`src/rtl/spi_pkg.sv`:
```
// Shared types and constants for the SPI slave front end and its RAM partner.
// No logic; state encoding, default widths and RAM command codes only.
// Optional frame error reporting is controlled by SPI_FRAME_ERR_EN in spi_slave_if.
package spi_pkg;

    // FSM encoding, fixed so the wrapper and bench can read it consistently
    typedef enum logic [2:0] {
        IDLE      = 3'd0,
        CHK_CMD   = 3'd1,
        WRITE     = 3'd2,
        READ_ADD  = 3'd3,
        READ_DATA = 3'd4
    } state_e;

    localparam int WORD_W_DEF = 10;
    localparam int TX_W_DEF   = 8;

    // Command codes carried in word bits [9:8]; decoded by the RAM, not here
    localparam logic [1:0] WR_ADDR = 2'b00;
    localparam logic [1:0] WR_DATA = 2'b01;
    localparam logic [1:0] RD_ADDR = 2'b10;
    localparam logic [1:0] RD_DATA = 2'b11;

    // True for the states that shift in a command/data word
    function automatic logic is_rx_state(input state_e s);
        return (s == WRITE) || (s == READ_ADD) || (s == READ_DATA);
    endfunction

endpackage

```
`src/rtl/spi_slave_if.sv`:
```
// SPI slave: MOSI -> 10-bit rx word with 1-cycle rx_valid; RAM read byte -> MISO MSB-first.
// Latency: rx_valid on the edge sampling bit 0; MISO bit 7 on the edge tx_valid is sampled.
// No backpressure: RAM must accept every rx_valid; waits indefinitely for tx_valid. SPI_FRAME_ERR_EN adds frame_err.
module spi_slave_if
    import spi_pkg::*;
#(
    parameter int WORD_W = WORD_W_DEF,
    parameter int TX_W   = TX_W_DEF
) (
    input  logic              clk,
    input  logic              rst_n,
    input  logic              SS_n,
    input  logic              MOSI,
    output logic              MISO,
    output logic [WORD_W-1:0] rx_data,
    output logic              rx_valid,
    input  logic [TX_W-1:0]   tx_data,
    input  logic              tx_valid
`ifdef SPI_FRAME_ERR_EN
    ,
    output logic              frame_err
`endif
);

    localparam int CW  = $clog2(WORD_W + 1);
    localparam int TCW = $clog2(TX_W + 1);
    // cnt_q counts word bits already received; CNT_LAST means this edge samples bit 0
    localparam logic [CW-1:0]  CNT_LAST = CW'(WORD_W - 1);
    localparam logic [CW-1:0]  CNT_FULL = CW'(WORD_W);
    // tx_cnt_q counts MISO bits already driven; 0 means still waiting for the RAM
    localparam logic [TCW-1:0] TX_DONE  = TCW'(TX_W);

    state_e              state_q, state_d;
    logic [CW-1:0]       cnt_q, cnt_d;
    logic [WORD_W-2:0]   shreg_q, shreg_d;
    logic                rd_seen_q, rd_seen_d;
    logic [TX_W-1:0]     tx_sh_q, tx_sh_d;
    logic [TCW-1:0]      tx_cnt_q, tx_cnt_d;
    logic                miso_q, miso_d;
    logic [WORD_W-1:0]   rx_data_q, rx_data_d;
    logic                rx_valid_q, rx_valid_d;
`ifdef SPI_FRAME_ERR_EN
    logic                err_q, err_d;
`endif

    // Next-state: routing, shift-in, shift-out, and SS_n abort override
    always_comb begin
        state_d    = state_q;
        cnt_d      = cnt_q;
        shreg_d    = shreg_q;
        rd_seen_d  = rd_seen_q;
        tx_sh_d    = tx_sh_q;
        tx_cnt_d   = tx_cnt_q;
        miso_d     = miso_q;
        rx_data_d  = rx_data_q;
        rx_valid_d = 1'b0;
`ifdef SPI_FRAME_ERR_EN
        err_d      = err_q;
`endif

        case (state_q)
            IDLE: begin
                miso_d = 1'b0;
                if (!SS_n) begin
                    state_d = CHK_CMD;
                end
            end
            CHK_CMD: begin
                // Bit 9 alone plus rd_seen picks the route; bit 8 is left to the RAM
                shreg_d    = '0;
                shreg_d[0] = MOSI;
                cnt_d      = CW'(1);
                if (!MOSI) begin
                    state_d = WRITE;
                end else if (rd_seen_q) begin
                    state_d = READ_DATA;
                end else begin
                    state_d = READ_ADD;
                end
            end
            WRITE, READ_ADD, READ_DATA: begin
                if (cnt_q != CNT_FULL) begin
                    shreg_d = {shreg_q[WORD_W-3:0], MOSI};
                    cnt_d   = cnt_q + CW'(1);
                    if (cnt_q == CNT_LAST) begin
                        rx_data_d  = {shreg_q, MOSI};
                        rx_valid_d = 1'b1;
                        if (state_q == READ_ADD) begin
                            rd_seen_d = 1'b1;
                        end
                        if (state_q == READ_DATA) begin
                            rd_seen_d = 1'b0;
                        end
                    end
                end else if (state_q == READ_DATA) begin
                    if (tx_cnt_q == '0) begin
                        if (tx_valid) begin
                            tx_sh_d  = tx_data;
                            miso_d   = tx_data[TX_W-1];
                            tx_cnt_d = TCW'(1);
                        end
                    end else if (tx_cnt_q != TX_DONE) begin
                        miso_d   = tx_sh_q[TX_W-2];
                        tx_sh_d  = {tx_sh_q[TX_W-2:0], 1'b0};
                        tx_cnt_d = tx_cnt_q + TCW'(1);
                    end else begin
                        miso_d = 1'b0;
                    end
                end
            end
            default: begin
                state_d = IDLE;
                miso_d  = 1'b0;
            end
        endcase

        // Deselect wins over everything except a word finishing on this same edge
        if (SS_n && (state_q != IDLE)) begin
`ifdef SPI_FRAME_ERR_EN
            if ((is_rx_state(state_q) && (cnt_q != '0) && (cnt_q < CNT_LAST)) ||
                ((state_q == READ_DATA) && (tx_cnt_q != TX_DONE))) begin
                err_d = 1'b1;
            end
`endif
            state_d  = IDLE;
            cnt_d    = '0;
            shreg_d  = '0;
            tx_sh_d  = '0;
            tx_cnt_d = '0;
            miso_d   = 1'b0;
        end
    end

    // State and output registers; reset aborts any frame with no rx_valid
    always_ff @(posedge clk or negedge rst_n) begin
        if (!rst_n) begin
            state_q    <= IDLE;
            cnt_q      <= '0;
            shreg_q    <= '0;
            rd_seen_q  <= 1'b0;
            tx_sh_q    <= '0;
            tx_cnt_q   <= '0;
            miso_q     <= 1'b0;
            rx_data_q  <= '0;
            rx_valid_q <= 1'b0;
`ifdef SPI_FRAME_ERR_EN
            err_q      <= 1'b0;
`endif
        end else begin
            state_q    <= state_d;
            cnt_q      <= cnt_d;
            shreg_q    <= shreg_d;
            rd_seen_q  <= rd_seen_d;
            tx_sh_q    <= tx_sh_d;
            tx_cnt_q   <= tx_cnt_d;
            miso_q     <= miso_d;
            rx_data_q  <= rx_data_d;
            rx_valid_q <= rx_valid_d;
`ifdef SPI_FRAME_ERR_EN
            err_q      <= err_d;
`endif
        end
    end

    assign MISO     = miso_q;
    assign rx_data  = rx_data_q;
    assign rx_valid = rx_valid_q;
`ifdef SPI_FRAME_ERR_EN
    assign frame_err = err_q;
`endif

endmodule

```
`config.mk`:
```
export PLATFORM = sky130hd
export DESIGN_NAME = spi_slave_if
export DESIGN_NICKNAME = d
export VERILOG_FILES = /design/src/rtl/spi_pkg.sv /design/src/rtl/spi_slave_if.sv
export SDC_FILE = /design/constraint.sdc
export NUM_CORES = 1
export LEC_CHECK = 0
export CELL_PAD_IN_SITES_DETAIL_PLACEMENT = 0
export CELL_PAD_IN_SITES_GLOBAL_PLACEMENT = 1
export CORE_ASPECT_RATIO = 1.1
export CORE_UTILIZATION = 43
export DETAILED_ROUTE_END_ITERATION = 7
export PLACE_DENSITY = 0.78
export SKIP_LAST_GASP = 1
export SLEW_MARGIN = 25
export SYNTH_ARGS = -nofsm -noshare
export SYNTH_HDL_FRONTEND = slang
export SYNTH_SLANG_ARGS = --single-unit
```
`constraint.sdc`:
```
create_clock -name clk -period 2.55 [get_ports clk]
set_clock_uncertainty 0.2 [all_clocks]
set_input_delay 0.51 -clock clk [delete_from_list [all_inputs] [get_ports clk]]
set_output_delay 0.51 -clock clk [all_outputs]
set_load 0.02 [all_outputs]
```
==> impl_summary.log, run 1 <==
[metrics] fillers: 391
[metrics] TNS Setup: 0 ps
[metrics] post-synthesis instance area: 0.001977 mm²
[metrics] area share of the largest cell type after synthesis: 0.5063
[metrics] worst slew pin tran: 875.0 ps
[metrics] GR met1 Demand/Resource: 0.2296
[metrics] net count after synthesis: 206
[metrics] TritonCTS clock tree: done
[metrics] number of violations reported at the end of detailed-routing iteration 0: 101
[metrics] number of antenna violations at the first check in global routing: 0
[metrics] sequential standard cell area: 0.001001 mm²
[metrics] grt total ovfl: 0
[metrics] critical path capture point type: flop
[metrics] global-route track usage on met3: 0.05625
[metrics] CTS clock-pin slew for the worst setup and hold paths: 80 ps
[metrics] library cell with the largest summed area after synthesis: sky130_fd_sc_hd__dfrtp_1
[metrics] Crit path largest cell delay: 470 ps
[metrics] CP max FO: 16
[metrics] Final Net Count: 231
[metrics] final design utilization: 0.5430
[metrics] Async SR Flop Fraction: 1.000
[metrics] Final Hold Vio Count: 0
[metrics] final hold slack: 131.8 ps
[metrics] post-DR wirelength/cell: 14.43 µm
[metrics] yosys warns: 0
[metrics] Final ANT Viol Nets: 0
[metrics] met2 Track Usage GR: 0.2873
[metrics] count of H-tree levels built during CTS: 2
[metrics] highest-count cells in the layout ignoring fill and taps: 40 x sky130_fd_sc_hd__dfrtp_1, 23 x sky130_fd_sc_hd__clkdlybuf4s50_1, 16 x sky130_fd_sc_hd__nor2_1
[metrics] pwr dens: 630.1 mW/mm²
[metrics] vias in the first global route: 1,420
[metrics] number of buffers added by the clock tree synthesis step: 5
[metrics] gr usage total: 0.1795
[metrics] mean cell area of the mapped netlist: 10.52 µm²
[metrics] number of enable flip-flop cells after synthesis: 0
[metrics] flip-flop cell with the highest count after synthesis: sky130_fd_sc_hd__dfrtp_1
[metrics] Placeable Area: 0.004348 mm²
[metrics] cells along the critical path: inv_1, ha_1, and3b_1, o211a_2, nor2_1, a311oi_1
[metrics] area overhead of the layout relative to synthesis: 19.43%
[metrics] Top-Level Pins: 25
[metrics] Worst Path Required: 2540 ps
[metrics] Rows: 25
[metrics] clock sink count: 40
[metrics] GR peak layer: met2
[metrics] static power due to leakage: 1.079 nW
[metrics] area of the die: 0.004873 mm²
[metrics] post-cts hold buffer count: 0
[metrics] clock period minus worst slack: 2247 ps
[metrics] arrival time of the worst setup path: 2240 ps
[metrics] Ant. Diodes: 0
[metrics] post-CTS setup buffers: 0
[metrics] final setup fails: 0
[metrics] length of the first detailed-routing pass in iterations: 4
[metrics] clk_lat worst skew: 290 ps
[metrics] maximum number of pins on one net before global-route repair: 41
[metrics] post-route design area: 0.002361 mm²
[metrics] gpl congestion: 0.8056
[metrics] instance area after placement: 0.002245 mm²
[metrics] count of distinct cell types in the synthesized netlist: 45
[metrics] run status: finished clean
[metrics] cts repair resizes: 0
[metrics] type of the tightest min-delay check: input pin to asynchronous set/reset pin
[metrics] maximum frequency from static timing analysis: 445.1 MHz
[metrics] most common library cell in the layout ignoring fill and taps: sky130_fd_sc_hd__dfrtp_1
[metrics] routed wire length: 3.866 mm
[metrics] CP Class: flop to flop
[metrics] half-perimeter wire length of the detailed placement result: 2.727 mm
[metrics] DR DRC count: 0
[metrics] Longest Clk Path Bufs: 2
[metrics] die extent in y: 73.12 µm
[metrics] first-pass GRT wire length: 6.479 mm
[metrics] final number of max-transition violations: 0
[metrics] sum of buffers and inverters on the critical path: 1
[metrics] Buffers on Ports: 24
[metrics] post-detailed-route via-to-cell ratio: 5.571
[metrics] Die Wd: 66.65 µm
[metrics] setup repair after global routing missed its margin: no
[metrics] starting density of the core: 0.4547
[metrics] CP Launch Type: flop
[metrics] most area-consuming cells after synthesis: sky130_fd_sc_hd__dfrtp_1 51%, sky130_fd_sc_hd__mux2_2 5.7%, sky130_fd_sc_hd__o21ai_0 3.5%, sky130_fd_sc_hd__ha_1 3.2%, sky130_fd_sc_hd__nor2_1 3.0%
[metrics] via count of the routed design: 1,493
[metrics] synthesized netlist cell count: 188
[metrics] final critical-path share of the clock period: 0.8811
[metrics] # Max-Cap Violations: 0
[metrics] proportion of layout cells with a drive suffix above 1: 0.1262
[metrics] family with the most delay on the worst path: compound AO/OA/AOI/OAI gates
[metrics] share of synthesized area occupied by flip-flops and latches: 0.5063
[metrics] overall power: 1.488 mW
[metrics] Worst path slowest cell: sky130_fd_sc_hd__dfrtp_1
[metrics] tightest slew margin relative to the limit: 0.4167
[metrics] number of storage elements in the synthesis netlist: 40
[metrics] multi-input logic area: 877.1 µm²
[metrics] maximum VDD drop: 0.0003528 V
[metrics] clock tree root driver cell: sky130_fd_sc_hd__clkbuf_8
## sequential cells by signal, indices dropped and copies added (netlist names)
name / flops
tx_cnt_q: 4
rx_data: 10
shreg_q: 9
tx_sh_q: 7
MISO: 1
cnt_q: 4
state_q: 3
rx_valid: 1
rd_seen_q: 1
## cell usage after synthesis (all sizes together) (3+ instances only)
library cell	number
a22o	6
mux2i	4
nor2	16
a311oi	6
inv	9
nor3b	3
nand2	13
dfrtp	40
o21ai	16
clkbuf	5
nor3	5
ha	5
or3	3
a21oi	9
mux2	10
or2	3
nand3	3
buf	5
nor2b	3
## logic make-up (layout without fill, tap and decap cells)
family	Yosys count	after routing	share of synthesized area
AND/OR/NAND/NOR	60	60	0.1646
AO/OA/AOI/OAI	49	49	0.1658
flip-flops	40	40	0.5063
buffers and inverters	19	45	0.05000
multiplexers	14	14	0.07722
adder cells (fa/ha/maj)	5	5	0.03165
XOR/XNOR	1	1	0.004431
## where the power goes
| part | switching, mW | internal (mW) |
|---|---|---|
| logic | 0.125 | 0.111 |
| clock network | 0.233 | 0.295 |
| registers | 0.0589 | 0.665 |
| total | 0.417 | 1.07 |
## metrics by stage
| stage | std cells | setup WS [ps] |
|---|---|---|
| after floorplan | 188 | 442.5 |
| after global placement | 260 | 263.3 |
| after detailed placement | 260 | 228.7 |
| after CTS | 268 | 321.0 |
| after global routing | 268 | 136.3 |
| final | 268 | 303.2 |
## final cells by class
class / instances / area share
sequential: 40 / 0.4240
multi-input combinational: 129 / 0.3715
timing repair buffer: 28 / 0.1123
clock buffer: 5 / 0.02915
tap: 54 / 0.02862
clock inverter: 3 / 0.02014
inverter: 9 / 0.01431
## final timing paths
check,from,end,slack [ps],depth (start not counted)
setup / recovery,cnt_q[0],tx_sh_q[2],300,6
min in group clk,rx_data[2],rx_data[2],310,1
hold reg to reg,rx_data[2],rx_data[2],310,1
setup reg to reg,cnt_q[0],tx_sh_q[2],300,6
max in group asynchronous,rst_n,tx_sh_q[6],1470,1
hold / removal,rst_n,cnt_q[0],130,1
## per-layer routing
layer / routed length [µm] / part of all wire
met4: 16 / 0.0041
met2: 1858 / 0.48
met1: 1865 / 0.48
met3: 126 / 0.033
met5: 0 / 0
No activity file was read; power rests on OpenSTA's default activity.
==> run 2: changes to the inputs <==
- ABC_AREA: default -> 0
==> results of run 2 <==
The final DEF is identical to that of run 1; final timing and power are the same.
==> run 3: changes to the inputs <==
- CORE_UTILIZATION: 43 -> 45
- CTS_BUF_LIST: default -> sky130_fd_sc_hd__clkbuf_8
- PLACE_DENSITY: 0.78 -> 0.81
==> run 3 against run 2 <==
Effect of this change: power rose by 1.9%; combinational power rose by 9.3%; first-iteration DRC count rose by 3.0%; die area fell by 4.3%; sequential power fell by 2%; via count rose by 1.7%.
==> impl_summary.log, run 3 (synthesized netlist as in run 1, its figures left out) <==
[metrics] post-detailed-route via-to-cell ratio: 5.689 (was 5.571)
[metrics] proportion of layout cells with a drive suffix above 1: 0.1302 (was 0.1262)
[metrics] overall power: 1.516 mW (was 1.488 mW)
[metrics] maximum number of pins on one net before global-route repair: 41 (unchanged)
[metrics] CP Class: flop to flop (unchanged)
[metrics] pre-CTS setup slack: 232.0 ps (was 228.7 ps)
[metrics] Ant. Diodes: 0 (unchanged)
[metrics] CP max FO: 11 (was 16)
[metrics] Worst Path Required: 2530 ps (was 2540 ps)
[metrics] Top-Level Pins: 25 (unchanged)
[metrics] Buffers on Ports: 24 (unchanged)
[metrics] DR DRC count: 0 (unchanged)
[metrics] post-route design area: 0.002371 mm² (was 0.002361 mm²)
[metrics] worst setup slack after layout: 324.1 ps (was 303.2 ps)
[metrics] post-placement cell count: 259 (was 260)
[metrics] most common library cell in the layout ignoring fill and taps: sky130_fd_sc_hd__dfrtp_1 (unchanged)
[metrics] sequential standard cell area: 0.001001 mm² (unchanged)
[metrics] setup repair after global routing missed its margin: no (unchanged)
[metrics] clk_lat worst skew: 290 ps (about the same)
[metrics] maximum VDD drop: 0.0003931 V (was 0.0003528 V)
[metrics] arrival time of the worst setup path: 2200 ps (was 2240 ps)
[metrics] number of antenna violations at the first check in global routing: 0 (unchanged)
[metrics] number of violations reported at the end of detailed-routing iteration 0: 104 (was 101)
[metrics] multi-input logic area: 877.1 µm² (unchanged)
[metrics] area of the die: 0.004662 mm² (was 0.004873 mm²)
[metrics] critical path capture point type: flop (unchanged)
[metrics] first-pass GRT wire length: 6.803 mm (was 6.479 mm)
[metrics] TNS Setup: 0 ps (unchanged)
[metrics] routed wire length: 3.877 mm (was 3.866 mm)
[metrics] post-DR wirelength/cell: 14.52 µm (was 14.43 µm)
[metrics] Longest Clk Path Bufs: 2 (unchanged)
[metrics] gr usage total: 0.1916 (was 0.1795)
[metrics] sequential cell fraction of total power: 0.469 (was 0.487)
[metrics] Die Wd: 65.20 µm (was 66.65 µm)
[metrics] instance area after placement: 0.002250 mm² (was 0.002245 mm²)
[metrics] final number of max-transition violations: 0 (unchanged)
[metrics] type of the tightest min-delay check: input pin to asynchronous set/reset pin (unchanged)
[metrics] number of buffers added by the clock tree synthesis step: 5 (unchanged)
[metrics] part of the total power dissipated in combinational logic: 0.170 (was 0.159)
[metrics] half-perimeter wire length of the detailed placement result: 2.749 mm (was 2.727 mm)
[metrics] clock tree root driver cell: sky130_fd_sc_hd__clkbuf_8 (unchanged)
[metrics] area overhead of the layout relative to synthesis: 19.94% (was 19.43%)
[metrics] final std cells w/o fill: 267 (was 268)
[metrics] final hold slack: 128.4 ps (was 131.8 ps)
[metrics] grt total ovfl: 0 (unchanged)
[metrics] net switching power: 414.6 µW (was 416.7 µW)
[metrics] count of H-tree levels built during CTS: 2 (unchanged)
[metrics] cts repair resizes: 0 (unchanged)
[metrics] Rows: 24 (was 25)
[metrics] clock power share: 0.361 (was 0.355)
[metrics] pwr dens: 639.5 mW/mm² (was 630.1 mW/mm²)
[metrics] gpl congestion: 0.8541 (was 0.8056)
[metrics] fillers: 360 (was 391)
[metrics] starting density of the core: 0.4841 (was 0.4547)
[metrics] die extent in y: 71.52 µm (was 73.12 µm)
[metrics] Placeable Area: 0.004084 mm² (was 0.004348 mm²)
[metrics] run status: finished clean (unchanged)
[metrics] final critical-path share of the clock period: 0.8729 (was 0.8811)
[metrics] maximum frequency from static timing analysis: 449.2 MHz (was 445.1 MHz)
[metrics] post-CTS setup buffers: 0 (unchanged)
[metrics] clock sink count: 40 (unchanged)
[metrics] CTS clock-pin slew for the worst setup and hold paths: 80 ps (about the same)
[metrics] highest-count cells in the layout ignoring fill and taps: 40 x sky130_fd_sc_hd__dfrtp_1, 23 x sky130_fd_sc_hd__clkdlybuf4s50_1, 16 x sky130_fd_sc_hd__nor2_1 (unchanged)
[metrics] Sw Share: 0.2734 (was 0.2801)
[metrics] length of the first detailed-routing pass in iterations: 4 (unchanged)
[metrics] TritonCTS clock tree: done (unchanged)
[metrics] Final Net Count: 232 (was 231)
[metrics] via count of the routed design: 1,519 (was 1,493)
[metrics] register-to-register setup slack: 320 ps (was 300 ps)
[metrics] vias in the first global route: 1,489 (was 1,420)
[metrics] final setup fails: 0 (unchanged)
[metrics] worst slew pin tran: 877.7 ps (was 875.0 ps)
[metrics] static power due to leakage: 1.089 nW (was 1.079 nW)
[metrics] Final ANT Viol Nets: 0 (unchanged)
[metrics] # Max-Cap Violations: 0 (unchanged)
[metrics] post-cts hold buffer count: 0 (unchanged)
[metrics] final design utilization: 0.5806 (was 0.5430)
[metrics] design internal power: 1.102 mW (was 1.071 mW)
[metrics] tightest slew margin relative to the limit: 0.4110 (was 0.4167)
[metrics] clock period minus worst slack: 2226 ps (was 2247 ps)
[metrics] Final Hold Vio Count: 0 (unchanged)
[metrics] max FFs per register: 10 (unchanged)
[metrics] CP Launch Type: flop (unchanged)
-- run 3: worst paths after layout --
check,start,endpoint,cells after the start
setup / recovery,cnt_q[0],rx_data[9],5
hold / removal,rst_n,state_q[0],1
setup reg to reg,cnt_q[0],rx_data[9],5
hold reg to reg,rx_data[4],rx_data[4],1
max in group asynchronous,rst_n,rx_data[4],1
min in group clk,rx_data[4],rx_data[4],1
-- run 3: final cells by class --
type / instances / share of cell area
repair buffers: 29 / 0.1150
inverters: 9 / 0.01425
flip-flops and latches: 40 / 0.4222
well taps: 52 / 0.02744
clock inverters: 2 / 0.01636
clock buffers: 6 / 0.03483
multi-input cells: 129 / 0.3699
-- run 3: worst max-delay path, cell delays in order (launching register included) --
cell	delay (ps)
sky130_fd_sc_hd__dfrtp_1	470
sky130_fd_sc_hd__inv_1	120
sky130_fd_sc_hd__ha_1	180
sky130_fd_sc_hd__and4bb_2	260
sky130_fd_sc_hd__o21ai_1	470
sky130_fd_sc_hd__mux2_2	410
-- run 3: power groups by stage --
| stage | Clock, mW | Sequential (mW) | Combinational (mW) |
|---|---|---|---|
| floorplan | 0 | 0.711 | 0.177 |
| global placement | 0 | 0.722 | 0.254 |
| detailed placement | 0 | 0.725 | 0.255 |
| CTS | 0.564 | 0.712 | 0.259 |
| global route | 0.584 | 0.721 | 0.292 |
| finish | 0.547 | 0.711 | 0.258 |
-- run 3: routing by layer --
layer  GRT usage  share of wire
met1      0.2432           0.44
met4     0.07729          0.023
met5           0              0
met2      0.3081           0.49
met3     0.05255          0.047
